`src/rtl/hazard_ctrl_pkg.sv`:
```
// Shared CPU constants for the pipeline hazard controller: FSM encoding, mult latency
// default, ALUCtrl mult code and the load-use detection rule.
package hazard_ctrl_pkg;

    typedef enum logic {
        RUN      = 1'b0,
        MUL_WAIT = 1'b1
    } hz_state_e;

    localparam int unsigned MUL_LAT_DEFAULT = 4;
    localparam int unsigned CNT_W_DEFAULT   = 16;
    localparam logic [3:0]  ALU_CTRL_MULT   = 4'd13;

    // Register 0 is hard-wired, so a load targeting it never creates a dependency.
    function automatic logic load_use_hit(
        input logic       ld,
        input logic [4:0] wa,
        input logic [4:0] r1,
        input logic [4:0] r2
    );
        return ld && (wa != 5'd0) && ((wa == r1) || (wa == r2));
    endfunction

endpackage

```
`src/rtl/hazard_ctrl_perf_counter.sv`:
```
// Saturating event counter with enable; holds at all-ones once full.
module perf_counter #(
    parameter int unsigned W = 16
) (
    input  logic         clk,
    input  logic         rst_n,
    input  logic         en,
    output logic [W-1:0] count
);

    always_ff @(posedge clk or negedge rst_n) begin
        if (!rst_n) begin
            count <= '0;
        end else if (en && (count != '1)) begin
            count <= count + W'(1);
        end
    end

endmodule

```
`src/rtl/hazard_ctrl.sv`:
```
// Pipeline hazard controller: load-use stall, taken-branch flush and multi-cycle
// mult hold in EX, plus saturating stall/flush performance counters.
module hazard_ctrl
    import hazard_ctrl_pkg::*;
#(
    parameter int unsigned MUL_LAT = MUL_LAT_DEFAULT,
    parameter int unsigned CNT_W   = CNT_W_DEFAULT
) (
    input  logic             clk_i,
    input  logic             rst_i,
    input  logic [4:0]       id_read1_i,
    input  logic [4:0]       id_read2_i,
    input  logic             ex_mem_read_i,
    input  logic [4:0]       ex_write_addr_i,
    input  logic             ex_mult_i,
    input  logic             mem_branch_taken_i,
    output logic             pc_write_o,
    output logic             ifid_write_o,
    output logic             idex_write_o,
    output logic             ifid_flush_o,
    output logic             idex_flush_o,
    output logic             exmem_flush_o,
    output logic             mul_busy_o,
    output logic             mul_done_o,
    output logic [CNT_W-1:0] stall_cnt_o,
    output logic [CNT_W-1:0] flush_cnt_o
);

    localparam bit         MUL_STALLS = (MUL_LAT > 1);
    localparam logic [3:0] CNT_LOAD   = (MUL_LAT > 1) ? 4'(MUL_LAT - 2) : 4'd0;

    hz_state_e  state, nxt_state;
    logic [3:0] cnt, nxt_cnt;
    logic       stall_cycle;

    always_comb begin
        pc_write_o    = 1'b1;
        ifid_write_o  = 1'b1;
        idex_write_o  = 1'b1;
        ifid_flush_o  = 1'b0;
        idex_flush_o  = 1'b0;
        exmem_flush_o = 1'b0;
        mul_busy_o    = 1'b0;
        mul_done_o    = 1'b0;
        nxt_state     = state;
        nxt_cnt       = cnt;

        // While reset is held the pipeline sees the plain no-hazard controls.
        if (!rst_i) begin
            nxt_state = RUN;
            nxt_cnt   = '0;
        end else if (mem_branch_taken_i) begin
            ifid_flush_o  = 1'b1;
            idex_flush_o  = 1'b1;
            exmem_flush_o = 1'b1;
            nxt_state     = RUN;
            nxt_cnt       = '0;
        end else begin
            unique case (state)
                RUN: begin
                    if (ex_mult_i) begin
                        if (MUL_STALLS) begin
                            pc_write_o    = 1'b0;
                            ifid_write_o  = 1'b0;
                            idex_write_o  = 1'b0;
                            exmem_flush_o = 1'b1;
                            mul_busy_o    = 1'b1;
                            nxt_cnt       = CNT_LOAD;
                            nxt_state     = MUL_WAIT;
                        end else begin
                            mul_done_o = 1'b1;
                        end
                    end else if (load_use_hit(ex_mem_read_i, ex_write_addr_i,
                                              id_read1_i, id_read2_i)) begin
                        pc_write_o   = 1'b0;
                        ifid_write_o = 1'b0;
                        idex_flush_o = 1'b1;
                    end
                end
                MUL_WAIT: begin
                    if (cnt != 4'd0) begin
                        pc_write_o    = 1'b0;
                        ifid_write_o  = 1'b0;
                        idex_write_o  = 1'b0;
                        exmem_flush_o = 1'b1;
                        mul_busy_o    = 1'b1;
                        nxt_cnt       = cnt - 4'd1;
                    end else begin
                        mul_done_o = 1'b1;
                        nxt_state  = RUN;
                    end
                end
                default: begin
                    nxt_state = RUN;
                    nxt_cnt   = '0;
                end
            endcase
        end
    end

    always_ff @(posedge clk_i or negedge rst_i) begin
        if (!rst_i) begin
            state <= RUN;
            cnt   <= '0;
        end else begin
            state <= nxt_state;
            cnt   <= nxt_cnt;
        end
    end

    assign stall_cycle = ~pc_write_o;

    perf_counter #(.W(CNT_W)) u_stall_cnt (
        .clk   (clk_i),
        .rst_n (rst_i),
        .en    (stall_cycle),
        .count (stall_cnt_o)
    );

    perf_counter #(.W(CNT_W)) u_flush_cnt (
        .clk   (clk_i),
        .rst_n (rst_i),
        .en    (mem_branch_taken_i),
        .count (flush_cnt_o)
    );

endmodule

```
`config.mk`:
```
export PLATFORM = sky130hd
export DESIGN_NAME = hazard_ctrl
export DESIGN_NICKNAME = d
export VERILOG_FILES = /design/src/rtl/hazard_ctrl_pkg.sv /design/src/rtl/hazard_ctrl_perf_counter.sv /design/src/rtl/hazard_ctrl.sv
export SDC_FILE = /design/constraint.sdc
export NUM_CORES = 1
export LEC_CHECK = 0
export CAP_MARGIN = 20
export CORE_MARGIN = 5
export CORE_UTILIZATION = 48
export CTS_BUF_LIST = sky130_fd_sc_hd__clkbuf_8 sky130_fd_sc_hd__clkbuf_16
export CTS_CLUSTER_SIZE = 8
export DETAILED_ROUTE_END_ITERATION = 12
export MAX_ROUTING_LAYER = met4
export PLACE_DENSITY = 0.8
export SYNTH_ARGS = -nofsm -noshare
export SYNTH_HDL_FRONTEND = slang
export SYNTH_HIERARCHICAL = 1
export SYNTH_SLANG_ARGS = --single-unit
```
`constraint.sdc`:
```
create_clock -name clk_i -period 3.35 [get_ports clk_i]
set_clock_uncertainty 0.2 [all_clocks]
set_input_delay 0.67 -clock clk_i [delete_from_list [all_inputs] [get_ports clk_i]]
set_output_delay 0.67 -clock clk_i [all_outputs]
set_load 0.02 [all_outputs]
```
==> results of run 1 <==
[flip-flops by register name, summed over array words and instances, names as in the netlist]
register	count
u_stall_cnt/count	16
u_flush_cnt/count	16
cnt	4
state	1
[final cells by class]
cell class / instances / area, um^2 / area share (%)
clock buffers: 5 / 68.8 / 2.37
clock inverters: 3 / 13.8 / 0.474
inverters: 4 / 15.0 / 0.517
multi-input cells: 156 / 1170 / 40.4
flip-flops and latches: 37 / 926 / 31.9
well taps: 52 / 65.1 / 2.24
repair buffers: 67 / 642 / 22.1
[cells by family after synthesis]
logic type | Yosys count | synth area share, %
flip-flops | 37 | 43.6
adder cells (fa/ha/maj) | 4 | 2.36
multiplexers | 4 | 2.24
AO/OA/AOI/OAI | 32 | 10.9
AND/OR/NAND/NOR | 87 | 27.7
buffers and inverters | 6 | 1.30
XOR/XNOR | 29 | 12.0
[per-layer routing]
layer / share of wire [%] / track usage [%]
met2: 47 / 28.6
met1: 47 / 24.4
met5: 0 / -
met3: 5.3 / 5.79
met4: 0.73 / 3.85
[metrics by stage]
stage                     hold slack, ns  instance area, um^2  TNS, ns
after floorplan                    0.174                 2120        0
after global placement             0.279                 2820   -0.215
after detailed placement           0.302                 2820   -0.381
after CTS                          0.159                 2900        0
after global routing               0.171                 2900        0
final                              0.160                 2900        0
[path summary, 6_finish.rpt]
| check | end | from |
|---|---|---|
| max | idex_flush_o | ex_write_addr_i[2] |
| min | u_flush_cnt/count[14] | rst_i |
| max reg2reg | u_stall_cnt/count[15] | cnt[0] |
| min reg2reg | cnt[0] | cnt[0] |
| max in group asynchronous | u_flush_cnt/count[11] | rst_i |
| min in group clk_i | cnt[0] | cnt[0] |
[report_power, final]
| part | total (mW) | switching, mW | internal (mW) | leakage [nW] |
|---|---|---|---|---|
| combinational | 0.452 | 0.224 | 0.228 | 0.689 |
| sequential | 0.626 | 0.110 | 0.516 | 0.496 |
| clock | 0.295 | 0.154 | 0.141 | 0.0491 |
| total | 1.37 | 0.488 | 0.885 | 1.23 |
[timing repair]
action,4_1_cts,5_1_grt
setup endpoints to repair,3,0
resized for setup,3,0
endpoints found under the hold margin,0,0
[layout by cell type, fill, tap and decap left out, types with 5 or more instances in the layout]
cell type        synthesis  layout
buf_4                    1       8
nor2_1                  12      12
and3_1                   6       6
clkbuf_8                 0       5
inv_1                    4       5
nand2_1                 12      12
dfrtp_1                 37      37
nand4_1                 15      15
xnor2_1                 13      13
o21a_1                   6       6
nor3_1                   5       5
a21oi_1                  6       6
xor2_1                  16      16
nand3_1                 13      13
clkdlybuf4s50_1          0      55
==> impl_metrics.ini, run 1 <==
[final_layout]
n_antenna_cell = 0
synthToLayoutAreaGrowth_pct = 36.6
fillers = 335
nets = 295
final_cells = 324
final_util_pct = 67.1
drive_gt1_share_pct = 12.5

[sta]
clock.fmax_mhz = 307
slew_viol_final = 0
finalHoldViolCount = 0
min_period_ns = 3.26
setup_violations = 0
grt_setup_unrepaired = no
tightest_slew_ns = 0.470
slew_headroom_pct = 68.2
setup_ws_ns = 0.0891
fin_crit_sh_pct = 97.3

[synthesis]
ys_types = 53
synth.net_count = 223
synth_top_cell_by_area = dfrtp_1
syn_area_mm2 = 0.00212
yosysWarnings = 6
seq_area_frac_synth_pct = 43.6
syn_area_per_cell_um2 = 10.7
synth-main-ff-cell = dfrtp_1
synth-edff-count = 0
synthTopCellsByCount = dfrtp_1 (37), xor2_1 (16), nand4_1 (15)
synth.area.top_cells = dfrtp_1 (44%), xor2_1 (6.6%), xnor2_1 (5.4%)
ys_ff_latch = 37
async_reset_ff_share_pct = 100
yosysMostFrequentCell = dfrtp_1
syn_inst = 199
yosys.area.top_type_share_pct = 43.6

[power_and_ir_drop]
ir_drop_mv = 0.272
p_leak_nw = 1.23
power_density_mw_per_mm2 = 473
design_power_total_mw = 1.37

[die]
core_area_mm2 = 0.00432
initial_core_util_pct = 49.1
die_h_um = 76.5
dieArea_mm2 = 0.00586
die_width_um = 76.5
rows = 24
ios = 60

[routing]
first_pass_iters = 4
routed_wl_um = 4940
avgViaCountPerCell = 5.55
drc = 0
drt_iter0_markers = 126
route.vias.total = 1797
routedWlPerCell_um = 15.3
drt.antenna.violating_nets = 0

[global_route]
grt_max_degree = 19
grt_pass1_wl_um = 8830
grt_usage_pct = 18.6
grt-ovfl-total = 0
grt_pass1_vias = 1873
antenna_found_initial = 0

[cts]
clk-insertion-delay-late_ns = 0.29
post-cts-setup-buffer-count = 0
postCtsHoldBufs = 0
cts_tree = built
cts-root-buf = clkbuf_8
clockBufferDepth = 2
cts_buffers = 5
htree_levels = 2
clkTransAtPathRegs_ns = 0.07
cts.sink_count = 37

[placement]
pre_cts_ws_ns = -0.137
dp_cells = 316
dpl.hpwl_um = 3800
portBuffers = 59
gp_congestion = 0.813

[worst_setup_path]
start_kind = primary input
crit_path_max_incr_delay_ns = 0.54
end_kind = output port
worst-path-max-fanout = 3
worst_path_max_delay_cell = or4_1
required_ns = 2.48
crit_family = buffers and inverters
crit_chain = clkdlybuf4s50_1, or4_1, o21ai_2, buf_4, o31ai_1, dlygate4sd2_1
worstPathArrival_ns = 2.39
reg2reg_depth = 10
r2r_slack_ns = 0.85
path_buf_inv = 3
crit_type = primary input to output port
worstSetupPathDepth = 6

[flow_run]
drv_cap = 0

[min_path]
hp-class = primary input to asynchronous set/reset pin

[status]
status = finished, final reports clean
Note: power is estimated with default switching activity, not from simulation.
==> run 2: changes to the inputs <==
--- a/config.mk
+++ b/config.mk
@@ -7,12 +7,12 @@
 export LEC_CHECK = 0
 export CAP_MARGIN = 20
 export CORE_MARGIN = 5
-export CORE_UTILIZATION = 48
-export CTS_BUF_LIST = sky130_fd_sc_hd__clkbuf_8 sky130_fd_sc_hd__clkbuf_16
+export CORE_UTILIZATION = 49
+export CTS_BUF_LIST = sky130_fd_sc_hd__clkbuf_4
 export CTS_CLUSTER_SIZE = 8
 export DETAILED_ROUTE_END_ITERATION = 12
 export MAX_ROUTING_LAYER = met4
-export PLACE_DENSITY = 0.8
+export PLACE_DENSITY = 0.82
 export SYNTH_ARGS = -nofsm -noshare
 export SYNTH_HDL_FRONTEND = slang
 export SYNTH_HIERARCHICAL = 1
==> run 2 against run 1 <==
Effect of this change:
- utilization rose by 0.50 points
- count of clock-buffer cells in the layout did not move
- fmax rose by 0.34%
- sequential power fell by 1%
- worst hold slack improved by 0.14 ns
- clock power rose by 4%
- design area barely moved
- first-iteration DRC count fell by 16%
- global-route usage fell by 0.28 points
- die area fell by 1.8%
- non-clock buffer count did not move
- routed wire length fell by 3.2%
==> impl_metrics.ini, run 2 (synthesis results as in run 1) <==
[global_route]
grt-ovfl-total = 0
grt_usage_pct = 18.4
grt_max_degree = 24
antenna_found_initial = 0
grt_pass1_wl_um = 7830
grt_pass1_vias = 1721

[cts]
clockBufferDepth = 2
clkTransAtPathRegs_ns = 0.10
htree_levels = 2
clk-insertion-delay-late_ns = 0.34
cts_buffers = 5
cts.sink_count = 37
cts_tree = built
cts-root-buf = clkbuf_4

[power_and_ir_drop]
design_power_total_mw = 1.38
ir_drop_mv = 0.367
p_leak_nw = 1.24
power_density_mw_per_mm2 = 477

[routing]
route.vias.total = 1814
routedWlPerCell_um = 14.8
drt.antenna.violating_nets = 0
drc = 0
avgViaCountPerCell = 5.60
first_pass_iters = 4
routed_wl_um = 4780
drt_iter0_markers = 106

[final_layout]
multiInputGateArea_mm2 = 0.00117
fillers = 339
layout_commonest_cell = clkdlybuf4s50_1
final_util_pct = 67.6
seqCellArea_um2 = 926
layout_common_cells = clkdlybuf4s50_1 (54), dfrtp_1 (37), xor2_1 (16), nand4_1 (15)
synthToLayoutAreaGrowth_pct = 36.6
drive_gt1_share_pct = 12.1
nets = 295
n_antenna_cell = 0
reg_top3 = u_flush_cnt/count (16), u_stall_cnt/count (16), cnt (4)

[die]
ios = 60
dieArea_mm2 = 0.00575
die_width_um = 75.8
core_area_mm2 = 0.00429
initial_core_util_pct = 49.5
rows = 24
die_h_um = 75.8

[sta]
fin_tns_setup_ns = 0
slew_headroom_pct = 73.3
grt_setup_unrepaired = no
setup_violations = 0
tightest_slew_ns = 0.397
clock.fmax_mhz = 308
fin_crit_sh_pct = 97.0
finalHoldViolCount = 0
min_period_ns = 3.25
slew_viol_final = 0

[worst_setup_path]
required_ns = 2.48
crit_type = primary input to output port
worst-path-max-fanout = 8
start_kind = primary input
end_kind = output port
worstPathArrival_ns = 2.38

[flow_run]
drv_cap = 0

[placement]
dpl.hpwl_um = 3790
portBuffers = 59
gp_congestion = 0.822

[min_path]
hp-class = flip-flop to flip-flop

[status]
status = finished, final reports clean
run 2: cell count changes in the layout (fill, tap and decap cells not counted):
cell,before,now
clkdlybuf4s50_1,55,54
clkbuf_4,0,5
dlygate4sd3_1,0,1
clkinv_1,0,1
buf_4,8,7
clkinvlp_4,0,1
bufinv_16,0,1
clkbuf_8,5,0
dlymetal6s2s_1,0,1
inv_1,5,4
clkinv_2,2,0
run 2: power by group:
part	switching [mW]	internal [mW]
registers	0.104	0.515
clock network	0.151	0.155
logic	0.229	0.229
run 2: final cells by class:
class,instances,area share (%)
Clock buffer,5,1.29
Tap cell,52,2.24
Multi-Input combinational cell,156,40.3
Inverter,4,0.517
Sequential cell,37,31.9
Timing Repair Buffer,67,22.3
Clock inverter,3,1.42
run 2: critical path, stage by stage:
cell and delay, ns:
dlygate4sd3_1 0.54, buf_2 0.18, and2b_1 0.21, nand2_1 0.15, clkdlybuf4s50_1 0.63
run 2: path summary, 6_finish.rpt:
check                           startpoint               endpoint  slack, ns  depth (start not counted)
worst max-delay path                 rst_i           idex_write_o       0.10                          5
worst min-delay path                cnt[0]                 cnt[0]       0.30                          1
worst max register to register      cnt[0]  u_stall_cnt/count[15]       0.87                         10
worst min register to register      cnt[0]                 cnt[0]       0.30                          1
max in group asynchronous            rst_i  u_flush_cnt/count[11]       1.94                          3
min in group asynchronous            rst_i                  state       0.51                          2
run 2: metal layers:
metal	vias to the layer above	global-route usage, %	part of all wire [%]	wire, um
li1	899	-	-	-
met1	869	24.0	46	2220
met2	41	28.6	48	2290
met3	5	4.35	5.1	245
met4	0	4.85	0.71	34
met5	-	-	0	0
run 2: metrics by stage:
step	hold slack [ns]	cell area (um^2)	std cells	setup WS, ns
after floorplan	0.174	2120	199	0.415
after global placement	0.276	2820	315	-0.0814
after detailed placement	0.278	2820	315	-0.129
after CTS	0.294	2900	324	0.0135
after global routing	0.299	2900	324	0.0317
final	0.299	2900	324	0.100
run 2: repair_timing:
action | CTS | global route
hold endpoints to repair | 1 | 0
setup buffers | 0 | 0
gates resized for setup | 3 | 1
hold buffers | 1 | 0
setup endpoints to repair | 3 | 1
cloned | 0 | 0
